==> config.mk <==
export PLATFORM = sky130hd
export DESIGN_NAME = uart_rx_os16
export DESIGN_NICKNAME = d
export VERILOG_FILES = /design/src/rtl/uart_rx_os16.sv
export SDC_FILE = /design/constraint.sdc
export NUM_CORES = 1
export LEC_CHECK = 0
export ABC_AREA = 1
export CAP_MARGIN = 5
export CORE_MARGIN = 3
export CORE_UTILIZATION = 30
export DETAILED_ROUTE_END_ITERATION = 8
export PLACE_DENSITY = 0.44
export REMOVE_ABC_BUFFERS = 1
export SYNTH_ARGS = -nofsm -noshare
export SYNTH_HDL_FRONTEND = slang
export SYNTH_SLANG_ARGS = --single-unit
==> constraint.sdc <==
create_clock -name clk -period 4.82 [get_ports clk]
set_input_delay 0.964 -clock clk [delete_from_list [all_inputs] [get_ports clk]]
set_output_delay 0.964 -clock clk [all_outputs]
set_load 0.05 [all_outputs]
==> src/rtl/uart_rx_os16.sv <==
// 8N1 UART receiver with 16x oversampling: start-edge resolve, mid-bit sampling, stop-bit check.
// Latency: rx_valid rises 1 clk after the stop-bit sample (about 9.5 bit times after start edge + 2-3 clk sync).
// Backpressure: one-byte holding register; a good frame arriving while rx_valid is held is dropped with an overrun pulse.
module uart_rx_os16 #(
    parameter int clk_freq  = 10000000,
    parameter int baud_rate = 9600,
    parameter int os_rate   = 16
) (
    input  logic       clk,
    input  logic       rst,
    input  logic       rx,
    output logic [7:0] rx_data,
    output logic       rx_valid,
    input  logic       rx_ready,
    output logic       frame_err,
    output logic       overrun,
    output logic       busy
);

    localparam int DIV = clk_freq / (baud_rate * os_rate);
    localparam int DW  = (DIV > 1) ? $clog2(DIV) : 1;
    localparam logic [DW-1:0] DIV_MAX = DW'(DIV - 1);

    typedef enum logic [2:0] {
        S_IDLE,
        S_START,
        S_DATA,
        S_STOP,
        S_BREAK
    } state_t;

    state_t          state;
    state_t          state_nxt;
    logic            rx_meta;
    logic            rxs;
    logic            rxs_d;
    logic [DW-1:0]   div_cnt;
    logic            tick;
    logic [3:0]      tc;
    logic [2:0]      bc;
    logic [7:0]      shreg;
    logic            fall;
    logic            start_det;
    logic            tc_clr;
    logic            shift_en;
    logic            stop_smp;
    logic            good;
    logic            load;
    logic            ovr;
    logic            ferr;

    assign fall      = rxs_d & ~rxs;
    assign start_det = (state == S_IDLE) && fall;
    assign tick      = (div_cnt == DIV_MAX);
    assign busy      = (state != S_IDLE);

    // Two-flop synchroniser on the async line plus one delayed copy for edge detection.
    always_ff @(posedge clk or posedge rst) begin
        if (rst) begin
            rx_meta <= 1'b1;
            rxs     <= 1'b1;
            rxs_d   <= 1'b1;
        end else begin
            rx_meta <= rx;
            rxs     <= rx_meta;
            rxs_d   <= rxs;
        end
    end

    // Oversample tick divider, re-phased to the start edge so samples land mid-bit.
    always_ff @(posedge clk or posedge rst) begin
        if (rst) begin
            div_cnt <= '0;
        end else if (start_det || tick) begin
            div_cnt <= '0;
        end else begin
            div_cnt <= div_cnt + DW'(1);
        end
    end

    // State register.
    always_ff @(posedge clk or posedge rst) begin
        if (rst) begin
            state <= S_IDLE;
        end else begin
            state <= state_nxt;
        end
    end

    // Next-state logic and per-cycle strobes for the datapath.
    always_comb begin
        state_nxt = state;
        tc_clr    = 1'b0;
        shift_en  = 1'b0;
        stop_smp  = 1'b0;
        case (state)
            S_IDLE: begin
                if (fall) begin
                    tc_clr    = 1'b1;
                    state_nxt = S_START;
                end
            end
            S_START: begin
                if (tick && tc == 4'd7) begin
                    if (!rxs) begin
                        tc_clr    = 1'b1;
                        state_nxt = S_DATA;
                    end else begin
                        state_nxt = S_IDLE;
                    end
                end
            end
            S_DATA: begin
                if (tick && tc == 4'd15) begin
                    shift_en = 1'b1;
                    if (bc == 3'd7) begin
                        state_nxt = S_STOP;
                    end
                end
            end
            S_STOP: begin
                if (tick && tc == 4'd15) begin
                    stop_smp  = 1'b1;
                    state_nxt = rxs ? S_IDLE : S_BREAK;
                end
            end
            S_BREAK: begin
                if (rxs) begin
                    state_nxt = S_IDLE;
                end
            end
            default: state_nxt = S_IDLE;
        endcase
    end

    // A load in the same clk as an accept wins, so it is not an overrun.
    assign good = stop_smp && rxs;
    assign load = good && (!rx_valid || rx_ready);
    assign ovr  = good && rx_valid && !rx_ready;
    assign ferr = stop_smp && !rxs;

    // Tick-within-bit counter, bit counter and LSB-first shift register.
    always_ff @(posedge clk or posedge rst) begin
        if (rst) begin
            tc    <= '0;
            bc    <= '0;
            shreg <= '0;
        end else begin
            if (tc_clr) begin
                tc <= '0;
            end else if (tick) begin
                tc <= tc + 4'd1;
            end
            if (shift_en) begin
                bc    <= bc + 3'd1;
                shreg <= {rxs, shreg[7:1]};
            end
        end
    end

    // Output holding register, valid/ready handshake and error pulses.
    always_ff @(posedge clk or posedge rst) begin
        if (rst) begin
            rx_data   <= 8'h00;
            rx_valid  <= 1'b0;
            frame_err <= 1'b0;
            overrun   <= 1'b0;
        end else begin
            frame_err <= ferr;
            overrun   <= ovr;
            if (load) begin
                rx_data  <= shreg;
                rx_valid <= 1'b1;
            end else if (rx_valid && rx_ready) begin
                rx_valid <= 1'b0;
            end
        end
    end

endmodule

After elaboration in Yosys (flattened, before gate mapping)
Index checks and enable logic that the tools add are counted.

Output and inout port bits: 12. Register bits: 39.

$add $sub $neg: 3. Mux-type cells: 21. Reduce and logical (&&, ||, !) cells: 19. Equality and inequality tests: 14. Bitwise operators: 2.

Operators with widths (number): 2-to-1 mux 3 bit (7); case mux 3 bit (5 select lines) (1); != test 2 bit, second input constant (6); logical AND 1 bit (9); 2-to-1 mux 1 bit (8); 2-to-1 mux 4 bit (2); adder 7 x 1 -> 7 bit, second input constant (1); equality test 7 bit, second input constant (1); 2-to-1 mux 7 bit (1); equality test 3 x 2 -> 1 bit, second input constant (2); equality test 3 bit, second input constant (2); AND reduction 6 bit (1); adder 4 x 1 -> 4 bit, second input constant (1); equality test 4 x 3 -> 1 bit, second input constant (1); equality test 4 bit, second input constant (1); nonzero test 2 bit (2); adder 3 x 1 -> 3 bit, second input constant (1); equality test 3 x 1 -> 1 bit, second input constant (1); logical NOT 1 bit (3); logical NOT 3 bit (1); nonzero test 3 bit (1); logical OR 1 bit (2); 2-to-1 mux 2 bit (1); case mux 1 bit (2 select lines) (1); other kinds (2) (2).

Depth between registers and ports, before layout
Depth after elaboration: 7. Depth in mapped cells: 10. Depth with buffers taken out: 10.

Worst setup path before layout
Ideal clock, no wire load.

Kind: register -> output. Start: reg state[0]. End: out busy. Stages on the path, launching flop included: 3. Arrival time: 0.885 ns. Path slack: 2.971 ns. Path through: dfrtp_1 > nor2_1 > nand2_1.

Word-level cells in the longest chain between the ends: 1.

Ends and longest elaborated chain: start, declared (RTL line 32) `state_t state;`; start signal, assigned (RTL line 86) `state <= state_nxt;`; nonzero test 3 bit (RTL line 55) `assign busy = (state != S_IDLE);`; end, declared (RTL line 17) `output logic busy`.

Every way passes these cells.

Final worst setup path
Same ends and word-level chain as after synthesis.

==> impl_metrics.csv <==
group,metric,value,unit
clocking,numCtsBuffers,5,
clocking,cts.path.max_buffers,2,
place,gp_congestion,0.761,
yosys,ys_async_sr_fraction,100,%
drt,avgRoutedWirePerCell,11.7,um
worst_setup_path,ff2ff_path_depth,7,
yosys,synth_cells,195,
timing,setup_violations,0,
clocking,htree_levels,2,
worst_setup_path,crit_arrival,1.74,ns
floorplan,pin_count,16,
worst_setup_path,endpoint_kind,"output port",
floorplan,std_cell_rows,27,
floorplan,dieArea,6810,um^2
yosys,yosysTopAreaCellShare,51.3,%
timing,finalCritPeriodShare,56.2,%
worst_setup_path,start_kind,"register",
clocking,cts_hold_buf,0,
floorplan,die-width,82.5,um
yosys,yosysMostFrequentCell,"nand2_1",
status,outcome,"complete, no violations",
yosys,seq_area_frac_synth,55.8,%
layout,drive_gt1_share,9.22,%
yosys,synth_flop_cell,"dfrtp_1",
floorplan,core_area,5570,um^2
clocking,cts_tree,"built",
layout,n_antenna_cell,0,
drt,drtIter0Drc,35,
timing,setup_ws,2.11,ns
drt,vias_per_cell,4.51,
layout,finalNetCount,225,
drt,drt_first_pass_iters,4,
place,post-dp-hpwl,2420,um
yosys,syn_area,1760,um^2
timing,finalClockSkew,0.00374,ns
clocking,cts_sinks,39,
yosys,ys_seq_elements,39,
timing,rsz0062_at_grt,"false",
clocking,cts-root-buf,"clkbuf_8",
pwr,p_per_area,390,nW/um^2
drt,wl,3390,um
clocking,ctsResizeCount,0,
worst_setup_path,crit_fanout,5,
clocking,clk_pin_slew,0.07,ns
layout,nFillCells,566,
floorplan,initial_core_util,31.5,%
place,port-buffer-count,15,
yosys,synth_common_cells,"nand2_1, dfrtp_1, inv_1",
layout,utilization,37.5,%
timing,finalSetupTns,0,ns
drt,antenna_left,0,
yosys,synthDistinctLibCells,26,
yosys,synth_edf_count,0,
grt,grtUsageTotal,11.9,%
grt,antenna_found_initial,0,
place,numPlacedInstances,281,
timing,fmax,369,MHz
clocking,clk-insertion-delay-late,0.28,ns
timing,min_period,2.71,ns
grt,grt_pass1_vias,1329,
pwr,leakagePower,1.05,nW
run,max-cap-violations,0,
timing,holdWs,0.360,ns
grt,grt_max_degree,40,
timing,final_hold_viol_count,0,
clocking,post_cts_buffers,0,
grt,grt_overflow,0,
drt,via_count,1304,
timing,slew_violations,0,
timing,worstMarginPinSlew,0.559,ns
drt,drcViolationCount,0,
yosys,yosys-top-cells-area,"dfrtp_1, nand2_1, nand3_1",
pwr,vdd_drop_max,0.147,mV
layout,fin_cells,289,
timing,relSlewSlack,62.6,%
floorplan,die_h,82.5,um
worst_setup_path,critPathRequiredTime,3.86,ns
layout,area_growth,18.9,%
worst_setup_path,path_class,"reg2out",
place,dp_slack,2.43,ns
yosys,synth_warnings,0,
grt,grt_pass1_wl,6060,um
hold_path,hold_class,"reg2reg",
hold_path,min_path_cells,0,
yosys,synth_largest_area_cell,"dfrtp_1",
yosys,avgSynthCellArea,9.01,um^2
## per-stage QoR
step	instance area, um^2	power, mW
6_report	2090	0.813
5_1_grt	2090	0.880
4_1_cts	2090	0.830
3_5_place_dp	2000	0.598
3_3_place_gp	2000	0.585
2_1_floorplan	1750	0.548
## routing by layer
metal,track usage [%],vias up,share of wire [%]
li1,-,662,-
met5,0,-,0
met2,19.7,13,49
met4,3.92,0,1.3
met1,14.7,622,47
met3,3.58,7,2.5
## layout by cell type, fill, tap and decap left out
cell type         n
inv_2             1
o21ai_0           4
a21oi_1           4
o21ai_1           2
clkdlybuf4s50_1  15
nand4_1           5
inv_1            19
nor3_2            1
clkinv_1          1
nor2_1           15
xnor2_1           1
nor2_4            3
xor2_1            3
nor3_4            1
clkinv_2          1
nor3_1            2
nand3_4           1
nand2_2           1
ha_1              5
clkbuf_1          1
dfstp_2           3
nand2_1          63
nor3b_1           2
clkbuf_8          6
nor4_1            2
a31oi_1           1
nand2_4           1
buf_4             1
nand3_1          16
dfrtp_1          36
## worst max-delay path: stages (launching register included)
cell and delay (ns):
dfrtp_1 0.43, nor2_1 0.21, nand2_1 0.10, clkdlybuf4s50_1 0.71
## state kept, by name, summed over array words and instances, names as in the netlist
register	flops
bc	3
div_cnt	7
frame_err	1
overrun	1
rx_data	8
rx_meta	1
rx_valid	1
rxs	1
rxs_d	1
shreg	8
state	3
tc	4
## power breakdown
part | leakage [nW] | total [mW] | internal (mW) | switching, mW
Clock | 0.0482 | 0.224 | 0.115 | 0.108
Combinational | 0.478 | 0.188 | 0.0662 | 0.122
Sequential | 0.521 | 0.401 | 0.363 | 0.0388
Total | 1.05 | 0.813 | 0.544 | 0.269
## cell type report
type                    instances  area [um^2]  area share, %
flip-flops and latches         39          980           46.9
multi-input cells             133          691           33.1
repair buffers                 16          158           7.55
well taps                      72         90.1           4.31
clock buffers                   7         86.3           4.13
inverters                      21         78.8           3.77
clock inverters                 1         5.00          0.240
## path summary, 6_finish.rpt
check,slack (ns),from,to
worst max register to register,2.81,div_cnt[0],shreg[4]
worst min-delay path,0.36,rx_meta,rxs
max in group asynchronous,3.35,rst,rxs
worst max-delay path,2.11,state[0],busy
worst min register to register,0.36,rx_meta,rxs
min in group asynchronous,1.10,rst,div_cnt[2]
## cell families after synthesis
group | count (synthesis) | share of synthesized area, %
and+or+nand+nor | 113 | 30.6
DFF | 39 | 55.8
buffers and inverters | 23 | 4.91
AOI/OAI and AO/OA | 11 | 3.21
adders and majority gates | 5 | 3.56
xor gates and xnor gates | 4 | 1.99
Power figures use the tool's default switching activity.
